`src/rtl/parity_pkg.sv`:
```
// Shared definitions for the serial even-parity link (transmitter and checker).
// State encoding and the parity-sense constants live here so both ends agree.
package parity_pkg;

  typedef enum logic [1:0] {
    ST_IDLE = 2'b00,
    ST_DATA = 2'b01,
    ST_PAR  = 2'b10
  } ptx_state_t;

  localparam logic PAR_EVEN = 1'b0;
  localparam logic PAR_ODD  = 1'b1;

endpackage

```
`src/rtl/parity_serial_tx.sv`:
```
// Serial transmitter: captures a word on a valid/ready handshake, shifts it out one bit
// per clock and appends a parity bit so each frame carries an even (or odd) count of ones.
module parity_serial_tx
  import parity_pkg::*;
#(
  parameter int   DATA_W     = 8,
  parameter bit   MSB_FIRST  = 1'b0,
  parameter logic PARITY_ODD = PAR_EVEN
) (
  input  logic              c,
  input  logic              r_n,
  input  logic [DATA_W-1:0] din,
  input  logic              din_valid,
  output logic              din_ready,
  output logic              so,
  output logic              so_valid,
  output logic              so_last,
  output logic              busy
);

  localparam int CNT_W = $clog2(DATA_W + 1);
  localparam logic [CNT_W-1:0] LAST_CNT = CNT_W'(DATA_W - 1);

  ptx_state_t        state;
  ptx_state_t        state_next;
  logic [DATA_W-1:0] shreg;
  logic [DATA_W-1:0] shreg_adv;
  logic [CNT_W-1:0]  count;
  logic              par;
  logic              accept;
  logic              first_bit;
  logic              next_bit;

  always_comb begin
    din_ready  = (state == ST_IDLE) || (state == ST_PAR);
    accept     = din_valid && din_ready;
    state_next = ST_IDLE;
    case (state)
      ST_IDLE: state_next = accept ? ST_DATA : ST_IDLE;
      ST_DATA: state_next = (count == LAST_CNT) ? ST_PAR : ST_DATA;
      ST_PAR:  state_next = accept ? ST_DATA : ST_IDLE;
      default: state_next = ST_IDLE;
    endcase
    // so is registered, so the bit shown next cycle is taken from the advanced shift value
    if (MSB_FIRST) begin
      shreg_adv = shreg << 1;
      first_bit = din[DATA_W-1];
      next_bit  = shreg_adv[DATA_W-1];
    end else begin
      shreg_adv = shreg >> 1;
      first_bit = din[0];
      next_bit  = shreg_adv[0];
    end
  end

  always_ff @(posedge c or negedge r_n) begin
    if (!r_n) begin
      state    <= ST_IDLE;
      shreg    <= '0;
      count    <= '0;
      par      <= 1'b0;
      so       <= 1'b0;
      so_valid <= 1'b0;
      so_last  <= 1'b0;
      busy     <= 1'b0;
    end else begin
      state <= state_next;
      busy  <= (state_next != ST_IDLE);
      if (accept) begin
        shreg    <= din;
        par      <= (^din) ^ PARITY_ODD;
        count    <= '0;
        so       <= first_bit;
        so_valid <= 1'b1;
        so_last  <= 1'b0;
      end else if (state == ST_DATA) begin
        shreg    <= shreg_adv;
        count    <= count + 1'b1;
        so_valid <= 1'b1;
        if (count == LAST_CNT) begin
          so      <= par;
          so_last <= 1'b1;
        end else begin
          so      <= next_bit;
          so_last <= 1'b0;
        end
      end else begin
        // idle, parity cycle without a new word, or an illegal encoding
        so       <= 1'b0;
        so_valid <= 1'b0;
        so_last  <= 1'b0;
      end
    end
  end

endmodule
```
`config.mk`:
```
export PLATFORM = sky130hd
export DESIGN_NAME = parity_serial_tx
export DESIGN_NICKNAME = d
export VERILOG_FILES = /design/src/rtl/parity_pkg.sv /design/src/rtl/parity_serial_tx.sv
export SDC_FILE = /design/constraint.sdc
export NUM_CORES = 1
export LEC_CHECK = 0
export BUFFER_PORTS_ARGS = -buffer_cell sky130_fd_sc_hd__buf_2
export CAP_MARGIN = 20
export CORE_MARGIN = 10
export CORE_UTILIZATION = 50
export CTS_BUF_LIST = sky130_fd_sc_hd__clkbuf_2
export CTS_CLUSTER_DIAMETER = 80
export DETAILED_ROUTE_END_ITERATION = 10
export HOLD_SLACK_MARGIN = 0.03
export PLACE_DENSITY = 0.79
export SLEW_MARGIN = 20
export SYNTH_ARGS = -nofsm -noshare
export SYNTH_HDL_FRONTEND = slang
export SYNTH_SLANG_ARGS = --single-unit
```
`constraint.sdc`:
```
create_clock -name c -period 3.5 [get_ports c]
set_clock_uncertainty 0.05 [all_clocks]
set_input_delay 0.525 -clock c [delete_from_list [all_inputs] [get_ports c]]
set_output_delay 0.525 -clock c [all_outputs]
set_load 0.01 [all_outputs]
```
; ---- Word level (Yosys, flattened, before mapping)
; Index checks and enable logic that the tools add are counted.
[word_totals]
memories = 0
elab_cells = 34
register_bits = 19
latchBits = 0
output_inout_bits = 5
rom_bits = 0
ramBits = 0
[op_classes]
n_div = 0
n_eq_ne = 3
shifts = 0
order_cmp = 0
add_sub_neg = 1
multipliers = 0
n_mux = 15
reduce_logical = 7
bitwise_logic = 0
[op_table]
columns = op, count
row1 = 2-to-1 mux 8 bit, 2
row2 = 2-to-1 mux 1 bit, 9
row3 = 2-to-1 mux 4 bit, 2
row4 = XOR reduction 8 bit, 1
row5 = adder 4 x 1 -> 4 bit (second input constant), 1
row6 = == test 4 x 3 -> 1 bit (second input constant), 1
row7 = case mux 2 bit (2 select lines), 1
row8 = nonzero test 2 bit, 2
row9 = == test 2 x 1 -> 1 bit (second input constant), 1
row10 = == test 2 bit (second input constant), 1
row11 = zero test 2 bit, 1
row12 = 2-to-1 mux 2 bit, 1
row13 = OR reduction 2 bit, 1
row14 = logical AND 1 bit, 1
row15 = logical OR 1 bit, 1

; ---- Depth between registers and ports, before layout
[depth]
ltp_word = 6
ltp_mapped = 4

; ---- Worst setup path before layout
; Ideal clock, no wire load.
[synth_path]
kind = input port to flip-flop
startpoint = input din_valid
endpoint = register count[2]
required_time_ns = 3.373
setup_time_ns = 0.077
path_slack_ns = 2.290
path_stages = 4
arrival_time_ns = 1.083
cell_sequence = buf_4 -> nor2_1 -> nor2_1 -> a21oi_1
[synth_between]
elab_chain_cells = 2
[synth_rtl]
columns = item, line_no
row1 = "start, declared", parity_serial_tx.sv:13  ; input logic din_valid,
row2 = logical AND 1 bit *, parity_serial_tx.sv:36  ; accept = din_valid && din_ready;
row3 = 2-to-1 mux 4 bit or nonzero test 2 bit (tied branches), n/a
row4 = "end signal, assigned", parity_serial_tx.sv:78  ; count <= count + 1'b1;
row5 = "end, declared", parity_serial_tx.sv:28  ; logic [CNT_W-1:0] count;
; Mark *: on every way between the ends. The rest lies on a longest branch, timed or not.
; A chain may end at the register's enable or synchronous reset.

; ---- Worst setup path in the final report
[layout_path]
startpoint = register state[0]
endpoint = output din_ready
[layout_between]
elab_chain_cells = 2
[layout_rtl]
columns = item, line_no
row1 = "start, declared", parity_serial_tx.sv:24  ; ptx_state_t state;
row2 = "start signal, assigned", parity_serial_tx.sv:67  ; state <= state_next;
row3 = == test 2 bit or zero test 2 bit (tied branches), parity_serial_tx.sv:35  ; din_ready = (state == ST_IDLE) || (state == ST_PAR);
row4 = logical OR 1 bit *, parity_serial_tx.sv:35
row5 = "end, declared", parity_serial_tx.sv:14  ; output logic din_ready,
; Marks and branches as above.

==> metrics.md <==
| Metric | Value |
|---|---|
| Fin. max-slew vios | `0` |
| Leak | `~0.00046 uW` |
| Maxcap violations | `0` |
| Ys Warns | `0` |
| Synth top area cells | `dfrtp_1, mux2i_1, xnor2_1` |
| Die Wd | `a little over 60 um` |
| Register area share after synthesis | `between 40% and 50%` |
| Most instantiated cells after synthesis | `dfrtp_1, a21oi_1, mux2i_1` |
| Slew Limit Headroom | `approximately three fifths` |
| Iter 0 DRT Violations | `15` |
| Clock Sink Count | `17` |
| Vias in the first global route | `about 700` |
| Vias per inst | `between 5 and 6` |
| CP Data Required Time | `roughly 2900 ps` |
| Minimum clock period | `2020 ps` |
| # DRC | `0` |
| Area grow syn2layout | `10.9%` |
| Root buffer cell | `clkbuf_2` |
| RSZ-0062 raised after global routing | `no` |
| Antenna diodes | `0` |
| Setup ws final | `about 1500 ps` |
| Final GP Congestion | `roughly 0.72` |
| Setup violations, final | `0` |
| Hold buffers post-CTS | `0` |
| Core area | `1710 um^2` |
| CTS Buf Count | `3` |
| Chip height | `~62 um` |
| GRT Util Overall | `approximately 11%` |
| Synth Cell Area | `between 800 and 900 um^2` |
| Fin cells | `127` |
| PwrDens | `~750 nW/um^2` |
| Final Hold Viols | `0` |
| Deepest clock path buffer count | `2` |
| Clk slew on worst S/H paths | `~160 ps` |
| Initial core utilization | `roughly half` |
| Clock Latency Late Sink | `~320 ps` |
| Cell Area, Placed | `approximately 960 um^2` |
| TritonCTS clock tree | `yes` |
| Hold Path Class | `in2async` |
| Pre-CTS WS | `approximately 1900 ps` |
| Syn_area_per_cell | `around 10 um^2` |
| DP Wirelength | `1370 um` |
| Detail Route Antenna Nets | `0` |
| Initial antenna violation count | `0` |
| Kind of end point of the critical path | `output port` |
| H-tree depth | `1` |
| Max frequency | `just under 500 MHz` |
| Routed wire length | `1790 um` |
| Synth unique cells | `20` |
| Post-layout net count | `115` |
| Post-CTS Setup Bufs | `0` |
| Design Area, Final | `around 1000 um^2` |
| Area of the multi-input gates | `between 400 and 500 um^2` |
| Worst slew pin tran | `slightly below 600 ps` |
| Crit path launch type | `flop` |
| GRT overflow | `0` |
| Fin crit share | `roughly 58%` |
| Most common cell in the netlist | `dfrtp_1` |
| Critical setup path kind | `reg2out` |
| Worst Path Max Fanout | `21` |
| Outcome | `complete, no violations` |
| Total die area | `3850 um^2` |
| Synth Flop Type | `dfrtp_1` |
| First-pass GRT wire length | `between 3000 and 4000 um` |
| Placed Cells | `between 100 and 150` |
| Ports | `16` |
| Setup tns final | `0 ps` |
| Post-Syn Instances | `88` |
| Share of layout cells above drive strength 1 | `about a fifth` |
| Row cnt | `15` |
| Synthesized flop and latch total | `17` |
| EDFF count, synth | `0` |
| Via count | `~680` |
| Cell taking the most area after synthesis | `dfrtp_1` |
| Critical path arrival | `around 1500 ps` |
| Yosys top cell area share | `between 40% and 50%` |
| Reg area | `~430 um^2` |
| Asr flop ratio synth | `100%` |
| Maximum vdd drop | `approximately 0.00047 V` |
| DR pass1 iterations | `4` |
| I/O Buffers | `15` |
| Syn nets | `100` |
| Largest net degree at the start of global routing | `22` |
| Post-CTS resize count | `0` |
| Drt wl/cell | `around 14 um` |
| Fillcell total | `~160` |
stage by stage:
stage / hold slack, ps / utilization [%] / power, uW
floorplan: 179 / - / 566
global placement: 411 / 56.2 / 620
detailed placement: 414 / 56.2 / 647
CTS: 50.8 / 57.4 / 739
global route: 42.3 / 57.4 / 805
finish: 37.4 / 57.4 / 736
path summary, 6_finish.rpt:
kind	from	end	slack (ps)	cells after the start
min in group c	din[0]	so	420	3
hold reg to reg	par	par	470	2
setup reg to reg	state[1]	count[3]	2060	4
hold / removal	r_n	count[0]	40	1
max in group asynchronous	r_n	state[1]	3100	1
setup / recovery	state[0]	din_ready	1480	2
cells in the final DEF (no fill, tap or decap):
master	n
a211oi_1	6
a21oi_1	10
a31oi_1	1
and2b_1	5
buf_2	15
clkbuf_2	4
dfrtp_1	17
ha_1	1
inv_1	5
mux2i_1	9
nand2_1	6
nand3_1	2
nand4_1	1
nor2_1	4
nor2b_1	1
o21ai_0	4
o21ai_1	1
o22ai_1	2
xnor2_1	7
xor2_1	1
where the power goes:
part	switching, uW	internal, uW
clock	66.8	30.2
sequential	91.3	279
combinational	139	129
total	298	439
routing by layer:
metal  up-vias  routed length [um]  track usage (%)
li1        334                   -                -
met1       328                 746             12.6
met2        17                 916             17.4
met3         5                  81             4.07
met4         0                  48             6.69
met5         -                   0                0
layout make-up:
cell class	instances	area share (%)
Inverter	5	1.92
Timing Repair Buffer	15	7.66
Clock buffer	4	2.04
Tap cell	25	3.19
Sequential cell	17	43.4
Multi-Input combinational cell	61	41.8
flip-flops by register name, indices dropped and copies added, names as in the netlist:
register,cells
count,4
par,1
shreg,7
so,1
so_last,1
so_valid,1
state,2
cells by family (layout without fill, tap and decap cells):
logic type / after synthesis / after routing / synth area share (%)
AOI/OAI and AO/OA: 24 / 24 / 15.7
and+or+nand+nor: 19 / 19 / 11.0
DFF: 17 / 17 / 48.2
buffers and inverters: 10 / 24 / 5.52
muxes: 9 / 9 / 10.2
xor gates and xnor gates: 8 / 8 / 7.93
adders and majority gates: 1 / 1 / 1.42
worst max-delay path, cell delays in order, from the launching register on:
cell,delay (ps)
dfrtp_1,760
inv_1,190
buf_2,190
Note: power is estimated with default switching activity, not from simulation.
